$ cat config.mk
export PLATFORM = sky130hd
export DESIGN_NAME = inst_rom_arbiter
export DESIGN_NICKNAME = d
export VERILOG_FILES = /design/src/rtl/inst_rom_arbiter.sv
export SDC_FILE = /design/constraint.sdc
export NUM_CORES = 1
export LEC_CHECK = 0
export ABC_AREA = 1
export ABC_CLOCK_PERIOD_IN_PS = 2310
export CORE_MARGIN = 2
export CORE_UTILIZATION = 38
export CTS_CLUSTER_DIAMETER = 50
export DETAILED_ROUTE_END_ITERATION = 10
export GPL_ROUTABILITY_DRIVEN = 0
export PLACE_DENSITY = 0.8
export SKIP_LAST_GASP = 1
export SYNTH_ARGS = -nofsm -noshare
export SYNTH_HDL_FRONTEND = slang
export SYNTH_SLANG_ARGS = --single-unit
$ cat constraint.sdc
create_clock -name clk -period 2.31 [get_ports clk]
set_input_delay 0.462 -clock clk [delete_from_list [all_inputs] [get_ports clk]]
set_output_delay 0.462 -clock clk [all_outputs]
set_load 0.03 [all_outputs]
$ cat src/rtl/inst_rom_arbiter.sv
// Single-ported instruction ROM shared by the fetch and constant-load ports, one-cycle read latency.
// Define ROM_ARB_RR_EN for round-robin arbitration; default is fetch priority with a load starvation override.
module inst_rom_arbiter #(
    parameter int ROM_WORDS  = 131071,
    parameter int STARVE_MAX = 4
) (
    input  logic        clk,
    input  logic        rst,
    input  logic        if_req,
    input  logic [31:0] if_addr,
    output logic        if_stall,
    output logic        if_valid,
    output logic [31:0] if_inst,
    input  logic        ls_req,
    input  logic [31:0] ls_addr,
    output logic        ls_stall,
    output logic        ls_valid,
    output logic [31:0] ls_data,
    output logic        ls_err,
    output logic        rom_ce,
    output logic [31:0] rom_addr,
    input  logic [31:0] rom_inst
);

    logic        grant_if;
    logic        grant_ls;
    logic        ls_bad;
    logic        if_valid_q;
    logic        ls_valid_q;
    logic        ls_err_q;
    logic [31:0] if_inst_q;
    logic [31:0] ls_data_q;

    assign ls_bad = (ls_addr[1:0] != 2'b00) || ({2'b00, ls_addr[31:2]} >= 32'(ROM_WORDS));

`ifdef ROM_ARB_RR_EN
    // Names the port that wins the next contended cycle; fetch goes first after reset.
    logic next_ls;

    always_comb begin
        grant_if = 1'b0;
        grant_ls = 1'b0;
        if (!rst) begin
            if (if_req && ls_req) begin
                grant_ls = next_ls;
                grant_if = ~next_ls;
            end else begin
                grant_if = if_req;
                grant_ls = ls_req;
            end
        end
    end

    always_ff @(posedge clk) begin
        if (rst) begin
            next_ls <= 1'b0;
        end else if (grant_if) begin
            next_ls <= 1'b1;
        end else if (grant_ls) begin
            next_ls <= 1'b0;
        end
    end
`else
    logic [2:0] starve_cnt;
    logic       starve_hit;

    assign starve_hit = (starve_cnt == 3'(STARVE_MAX));

    always_comb begin
        grant_if = 1'b0;
        grant_ls = 1'b0;
        if (!rst) begin
            if (if_req && ls_req) begin
                grant_ls = starve_hit;
                grant_if = ~starve_hit;
            end else begin
                grant_if = if_req;
                grant_ls = ls_req;
            end
        end
    end

    always_ff @(posedge clk) begin
        if (rst) begin
            starve_cnt <= 3'd0;
        end else if (ls_req && !grant_ls) begin
            if (!starve_hit) begin
                starve_cnt <= starve_cnt + 3'd1;
            end
        end else begin
            starve_cnt <= 3'd0;
        end
    end
`endif

    // A rejected load still takes its grant slot but never touches the ROM.
    assign rom_ce   = grant_if || (grant_ls && !ls_bad);
    assign rom_addr = grant_if ? if_addr : (grant_ls ? ls_addr : 32'd0);
    assign if_stall = if_req && !grant_if && !rst;
    assign ls_stall = ls_req && !grant_ls && !rst;

    always_ff @(posedge clk) begin
        if (rst) begin
            if_valid_q <= 1'b0;
            ls_valid_q <= 1'b0;
            ls_err_q   <= 1'b0;
            if_inst_q  <= 32'd0;
            ls_data_q  <= 32'd0;
        end else begin
            if_valid_q <= grant_if;
            ls_valid_q <= grant_ls;
            ls_err_q   <= grant_ls && ls_bad;
            if (grant_if) begin
                if_inst_q <= rom_inst;
            end
            if (grant_ls) begin
                ls_data_q <= ls_bad ? 32'd0 : rom_inst;
            end
        end
    end

    // Reset masks the response registers immediately so an in-flight read never surfaces.
    assign if_valid = if_valid_q && !rst;
    assign ls_valid = ls_valid_q && !rst;
    assign ls_err   = ls_err_q && !rst;
    assign if_inst  = rst ? 32'd0 : if_inst_q;
    assign ls_data  = rst ? 32'd0 : ls_data_q;

endmodule

Word-level counts from Yosys, hierarchy flattened
Cells that the tools add are included.
W data, S select, Z words.

operators by class
  add/sub/neg operators = 1
  multipliers = 0
  divide/modulo/power cells = 0
  $lt $le $gt $ge = 1
  equal/unequal tests = 1
  shifts and indexed selects = 0
  mux-type cells = 9
  bitwise logic cells = 2
  reduce and logical (&&, ||, !) cells = 18

operators by type and width
  operator                count
  $mux W32                5
  $ge A30 B17 Y1 const B  1
  $logic_and A1 B1 Y1     10
  $logic_not A1 Y1        4
  $mux W1                 4
  $add A3 B1 Y3 const B   1
  $eq A3 B3 Y1 const B    1
  $logic_or A1 B1 Y1      2
  $not A1 Y1              2
  $reduce_bool A2 Y1      1
  $reduce_or A2 Y1        1

storage, ports and cells
  flip-flop bits (word level) = 70
  latch bits = 0
  RAM bits = 0
  memory bits (read-only) = 0
  input bits = 100
  output and inout port bits = 102
  word-level logic and storage cells = 38
  memories = 0

Longest topological paths before layout
Gate-level depths: netlist of the first run.

  depth after elaboration = 7
  gate-level depth with buffers = 11
  depth with buffers taken out = 9

Worst setup path after synthesis of the first run
No wires, ideal clock.

  path type = register to output
  start point = register starve_cnt[0]
  end point = output rom_addr[0]
  data arrival time = 1,673 ps
  required time = 1,848 ps
  setup slack = 175 ps
  cell stages (with the launch flop) = 9
  buffers on the path = 0
  cells stage by stage = dfxtp_1 -> inv_1 -> ha_1 -> nand2_1 -> nand3_1 -> nand2_2 -> nor2_4 -> inv_2 -> o21ai_0

between the ends
  longest elaborated chain between the ends = 5
  elaborated cells between the ends (all ways) = 8
  those cells by class = eq/ne (1); mux (6); bitwise (1)

RTL lines
  element                                line    text
  start, declared                        64      logic [2:0] starve_cnt;
  start signal, assigned                 88      starve_cnt <= starve_cnt + 3'd1;
  $eq A3 B3 Y1 *                         67      assign starve_hit = (starve_cnt == 3'(STARVE_MAX));
  $mux W1 or $not A1 Y1 (tied branches)  73, 75
  $mux W1, on equally long branches      72, 73
  $mux W32 or $mux W1 (tied branches)    98, 72
  $mux W32 *                             98      assign rom_addr = grant_if ? if_addr : (grant_ls ? ls_addr : 32'd0);
  end, declared                          21      output logic [31:0] rom_addr,

Every way passes the cells marked *; elsewhere a longest branch is shown, timed or not.

Worst setup path after layout of the first run
  start point = register starve_cnt[1]
  end point = output rom_addr[30]

The elaborated chain is that of the path after synthesis.

==> results of run 1 <==
==> worst max-delay path, stage by stage, from the launching register on <==
cell,delay (ps)
dfxtp_2,340
inv_2,70
ha_4,130
nand2_4,60
nand3_4,80
nand2_4,60
nor2_4,200
inv_4,90
buf_8,150
o21ai_4,170
buf_12,130
==> cell families after synthesis <==
kind of cell               count (synthesis)  synth area share
DFF                                       70             0.408
xor gates and xnor gates                   1           0.00255
AOI/OAI and AO/OA                         48            0.0700
and+or+nand+nor                          304             0.362
adders and majority gates                  2           0.00729
buffers and inverters                    120             0.150
==> per-layer routing <==
metal  up-vias  part of all wire
met5         -                 0
met4         0             0.041
met2       177              0.52
li1       2081                 -
met1      1906              0.37
met3        33             0.074
==> power groups by stage <==
| stage | registers, mW | clock network, mW | logic (mW) |
|---|---|---|---|
| CTS | 1.26 | 1.22 | 0.680 |
| floorplan | 1.29 | 0 | 0.302 |
| detailed placement | 1.29 | 0 | 0.669 |
| finish | 1.26 | 1.20 | 0.738 |
| global route | 1.26 | 1.28 | 0.779 |
| global placement | 1.29 | 0 | 0.661 |
==> Yosys cell counts <==
cell	number	area [um^2]
inv_2	3	11.3
nand2_1	216	811
ha_1	2	25.0
xnor2_1	1	8.76
nor2_4	1	11.3
dfxtp_1	70	1400
inv_1	85	319
nor2_1	47	176
nand4_1	33	206
clkbuf_1	10	37.5
buf_2	11	55.1
buf_1	2	7.51
nor2_2	1	6.26
nand2_2	1	6.26
nand3_1	5	25.0
buf_6	4	45.0
a21oi_1	2	10.0
o21ai_0	35	175
o21ai_1	11	55.1
buf_4	5	37.5
==> how the worst min path moves through the flow <==
stage                         end  slack, ps
global placement    starve_cnt[0]        430
finish              starve_cnt[0]        430
detailed placement  starve_cnt[0]        450
global route        starve_cnt[0]        450
floorplan           starve_cnt[0]        420
CTS                 starve_cnt[0]        420
==> state kept, by name, summed over array words and instances (netlist names) <==
| name | count |
|---|---|
| if_valid_q | 1 |
| ls_err_q | 1 |
| ls_valid_q | 1 |
| ls_data_q | 32 |
| if_inst_q | 32 |
| starve_cnt | 3 |
==> final cells by class <==
type	count	area [um^2]
clock buffers	9	124
clock inverters	7	121
fillers	708	2680
inverters	88	340
multi-input cells	355	1690
flip-flops and latches	70	1400
well taps	108	135
repair buffers	233	2220
==> per-stage QoR <==
stage / util / total power [mW] / cell area, um^2 / cells / hold slack (ps)
2_1_floorplan: - / 1.59 / 3430 / 545 / 417
3_3_place_gp: 0.622 / 1.95 / 5420 / 843 / 428
3_5_place_dp: 0.622 / 1.96 / 5420 / 843 / 451
4_1_cts: 0.657 / 3.16 / 5730 / 861 / 424
5_1_grt: 0.693 / 3.32 / 6040 / 870 / 447
6_report: 0.693 / 3.20 / 6040 / 870 / 430
==> timing repair <==
action / in CTS / in global routing
resized for setup: 20 / 47
pin swaps: 2 / 5
setup endpoints to repair: 33 / 33
setup buffers: 2 / 6
cloned: 0 / 3
==> impl_results.md, run 1 <==
- Status: finished, final reports clean
- CP max FO: 5
- Area growth syn-to-layout: 76.0%
- Max-slew violations: 0
- Tightest Hold Check Type: reg -> reg
- # hold bufs at CTS: 0
- Startpoint type of the worst setup path: flip-flop
- CP endpoint: rom_addr[30]
- Clk_lat worst skew: 340 ps
- Actual slew at the worst max-slew pin: 378 ps
- Relative max-transition margin: 0.748
- Clock Sinks: 70
- Sequential cell area fraction in the yosys report: 0.408
- Crit path launch: starve_cnt[1]
- Vias: 4197
- Total iterations of the first detailed-routing run: 4
- Unrepaired setup endpoints after global routing: true
- Avg WL per Cell: 14.3 um
- Most frequent cells in the layout: nand2_1, buf_4, clkdlybuf4s50_1
- Internal power: 2.32 mW
- FMAX: 439 MHz
- Flop pwr share: 0.393
- Critical path class: reg -> out
- Gr usage total: 0.235
- Final period util: 0.985
- CTS tree: yes
- HP Start: starve_cnt[0]
- Largest net degree at the start of global routing: 43
- Switching part of the total: 0.275
- Ports: 202
- Max Cap Viol: 0
- GR Overflow Total: 0
- Post-Syn Area per Cell: 6.30 um^2
- VDD IR-drop max: 0.295 mV
- Reg2reg path depth: 11
- FF+latch count, synth: 70
- Critical Path AT: 1810 ps
- Yosys cell types: 20
- Die width: 99.0 um
- Final worst path period need: 2280 ps
- Clock power share: 0.376
- Power Density: 530 nW/um^2
- Cts bufs inserted: 9
- Clk_skew: 5.27 ps
- GR Layer Usage met1: 0.242
- Post-Place Worst Slack: -73.9 ps
- Grt peak-use layer: met2
- RR Startpoint: starve_cnt[1]
- Switching power: 0.881 mW
- Final setup fails: 0
- Routed WL: 12500 um
- Standard-cell rows: 34
- Hold-critical path depth: 1
- Clk buf depth: 2
- Antenna Cells: 0
- Ys Warns: 0
- DP Wirelength: 9450 um
- Drt initial violations: 137
- Die area: 9800 um^2
- Combinational Power Share: 0.230
- Vias per Instance: 4.82
- Remaining DRCs: 0
- CTS Root Cell: clkbuf_8
- Final Net Count: 859
- Initial antenna violation count: 0
- Post-synthesis cell count: 545
- Post-DRT Antenna Nets: 0
- Area of the mapped netlist: 3430 um^2
- TNS Setup: 0 ps
- Commonest non-fill, non-tap cell in the layout: nand2_1
- Flop-to-flop setup slack: 470 ps
- GR Util met3: 0.0638
- Final-report hold violation count: 0
- First-pass GRT wire length: 18400 um
- Core Footprint: 8720 um^2
- Reg2reg end: if_inst_q[5]
- Met2 usage: 0.431
- Number of global-route vias before repair: 4013
- Leak: 3.07 nW
- Share of cells above drive strength 1: 0.243
- Initial Util: 0.393
- CTS HTree Levels: 3
- Worst path required time: 1850 ps
- Final WS setup: 34.0 ps
- Clk slew on worst S/H paths: 70 ps
- Crit end category: output port
- Die Y-Extent: 99.0 um
- Net count after synthesis: 647
- Port Buffer Count: 201
(Power assumes the default switching activity.)
==> run 2, diff against run 1 <==
--- a/config.mk
+++ b/config.mk
@@ -17,3 +17,4 @@
 export SYNTH_ARGS = -nofsm -noshare
 export SYNTH_HDL_FRONTEND = slang
 export SYNTH_SLANG_ARGS = --single-unit
+export TNS_END_PERCENT = 10
==> run 2 against run 1 <==
  * Register-to-register slack is essentially flat
  * Sequential power is essentially flat
  * Clock power is essentially flat
  * Global-route usage shrank 0.059 points
  * Largest cell class unchanged
  * Final area shrank 0.48%
  * Wire length grew 0.43%
  * Core utilization shrank 0.33 points
  * Cell count shrank 0.23%
  * Via count shrank 0.12%
  * Sequential share of layout area grew 0.11 points
  * Critical path depth is the same
  * Combinational power shrank 0.5%
==> impl_results.md, run 2 (synthesis gave the netlist of run 1 again) <==
- Chain of cells forming the critical path: inv_2 -> ha_4 -> nand2_4 -> nand3_4 -> nand2_4 -> nor2_4 -> inv_4 -> buf_8 -> o21ai_4 -> buf_12
- Number of global-route vias before repair: 4007
- Initial Util: 0.393
- Final period util: 0.986
- Initial antenna violation count: 0
- Crit end category: output port
- Vias per Instance: 4.83
- Startpoint type of the worst setup path: flip-flop
- Avg WL per Cell: 14.4 um
- Routed WL: 12500 um
- Actual slew at the worst max-slew pin: 384 ps
- Worst path top cell family by delay: buffers and inverters
- Buf/Inv on CP: 4
- Crit path top cell by count: nand2_4
- First-pass GRT wire length: 18400 um
- HP Start: starve_cnt[0]
- Most frequent cells in the layout: nand2_1, buf_4, clkdlybuf4s50_1
- Hold endpoint: starve_cnt[0]
- Tightest Hold Check Type: reg -> reg
- Post-placement cell area: 5420 um^2
- Total iterations of the first detailed-routing run: 4
- Layout Cell Area excl Fill: 6010 um^2
- Clk_lat worst skew: 340 ps
- Final worst path period need: 2280 ps
- Relative max-transition margin: 0.744
- Remaining DRCs: 0
- Clock Sinks: 70
- Final setup fails: 0
- Fill cell count: 717
- DP Wirelength: 9450 um
- Clk buf depth: 2
- Max-slew violations: 0
- Vias: 4192
- Hold-critical path depth: 1
- Status: finished, final reports clean
- Antenna Cells: 0
- Area growth syn-to-layout: 75.2%
- Gr usage total: 0.235
- Critical Path AT: 1810 ps
- Final Util: 0.689
- Slowest-stage cell, CP: dfxtp_2
- Clk slew on worst S/H paths: 70 ps
- Final-report hold violation count: 0
- Post-DRT Antenna Nets: 0
- Clk_skew: 6.86 ps
- Share of cells above drive strength 1: 0.237
- Die Y-Extent: 99.0 um
- Critical path class: reg -> out
- Power Density: 532 nW/um^2
- CTS tree: yes
- CTS Root Cell: clkbuf_8
- Multi-input logic area: 1680 um^2
- Storage element area: 1400 um^2
- RR Startpoint: starve_cnt[1]
- Final Net Count: 857
- Core Footprint: 8720 um^2
- Ports: 202
- Port Buffer Count: 201
- GR Overflow Total: 0
- Die width: 99.0 um
- Fin Hold WS: 429 ps
- Reg2reg path depth: 11
- VDD IR-drop max: 0.296 mV
- Leak: 3.06 nW
- Unrepaired setup endpoints after global routing: true
- Reg2reg end: if_inst_q[0]
- Die area: 9800 um^2
- Standard-cell rows: 34
- CP peak stage delay: 340 ps
- CP max FO: 5
- Max Cap Viol: 0
- Final Power: 3.20 mW
- Drt initial violations: 172
- Commonest non-fill, non-tap cell in the layout: nand2_1
- CTS HTree Levels: 3
- Largest regs: if_inst_q x32, ls_data_q x32, starve_cnt x3
- Cts bufs inserted: 9
- # hold bufs at CTS: 0
- Worst path required time: 1850 ps
- TNS Setup: 0 ps
- FMAX: 439 MHz
- Largest net degree at the start of global routing: 43
- Flop-to-flop setup slack: 460 ps
## run 2: how the worst max path moves through the flow
stage                     slack (ps)           from      endpoint  depth (start not counted)
final                             30  starve_cnt[1]  rom_addr[30]                         10
after global routing             -60  starve_cnt[1]  rom_addr[30]                         10
after CTS                        -20  starve_cnt[0]   rom_addr[0]                         10
after detailed placement         -70         if_req  rom_addr[30]                          8
after global placement           -40            rst  rom_addr[27]                          8
after floorplan                  170  starve_cnt[0]   rom_addr[0]                          8
## run 2: cell type report
type,count,area share
Clock buffer,9,0.0206
Multi-Input combinational cell,355,0.280
Sequential cell,70,0.234
Tap cell,108,0.0225
Timing Repair Buffer,231,0.367
Inverter,88,0.0566
Clock inverter,7,0.0202
## run 2: metrics by stage
stage,cells,setup WS [ps]
after floorplan,545,175
after global placement,843,-39.5
after detailed placement,843,-73.9
after CTS,859,-22.1
after global routing,868,-61.3
final,868,33.0
## run 2: metal layers
metal,GRT usage,vias to the layer above,wire length [um]
met5,0,-,0
met3,0.0638,28,895
met1,0.242,1912,4610
met4,0.125,0,444
li1,-,2077,-
met2,0.429,175,6570
## run 2: timing repair
action                                  CTS  global route
pin swaps                                 2             5
gates resized for setup                  20            42
endpoints found under the setup margin   33            33
setup buffers                             0             6
endpoints found under the hold margin     0             0
cloned                                    0             3
## run 2: worst reg2reg max path, delay by kind of cell (launching register included)
| kind | cells | cell delay, ps |
|---|---|---|
| fa+ha+maj | 1 | 150 |
| buf+inv | 6 | 790 |
| compound gates | 1 | 160 |
| flops | 1 | 350 |
| simple gates | 3 | 270 |
## run 2: where the power goes
part	internal [mW]	switching, mW	total (mW)
sequential	1.25	0.0110	1.26
combinational	0.347	0.387	0.734
clock	0.723	0.482	1.20
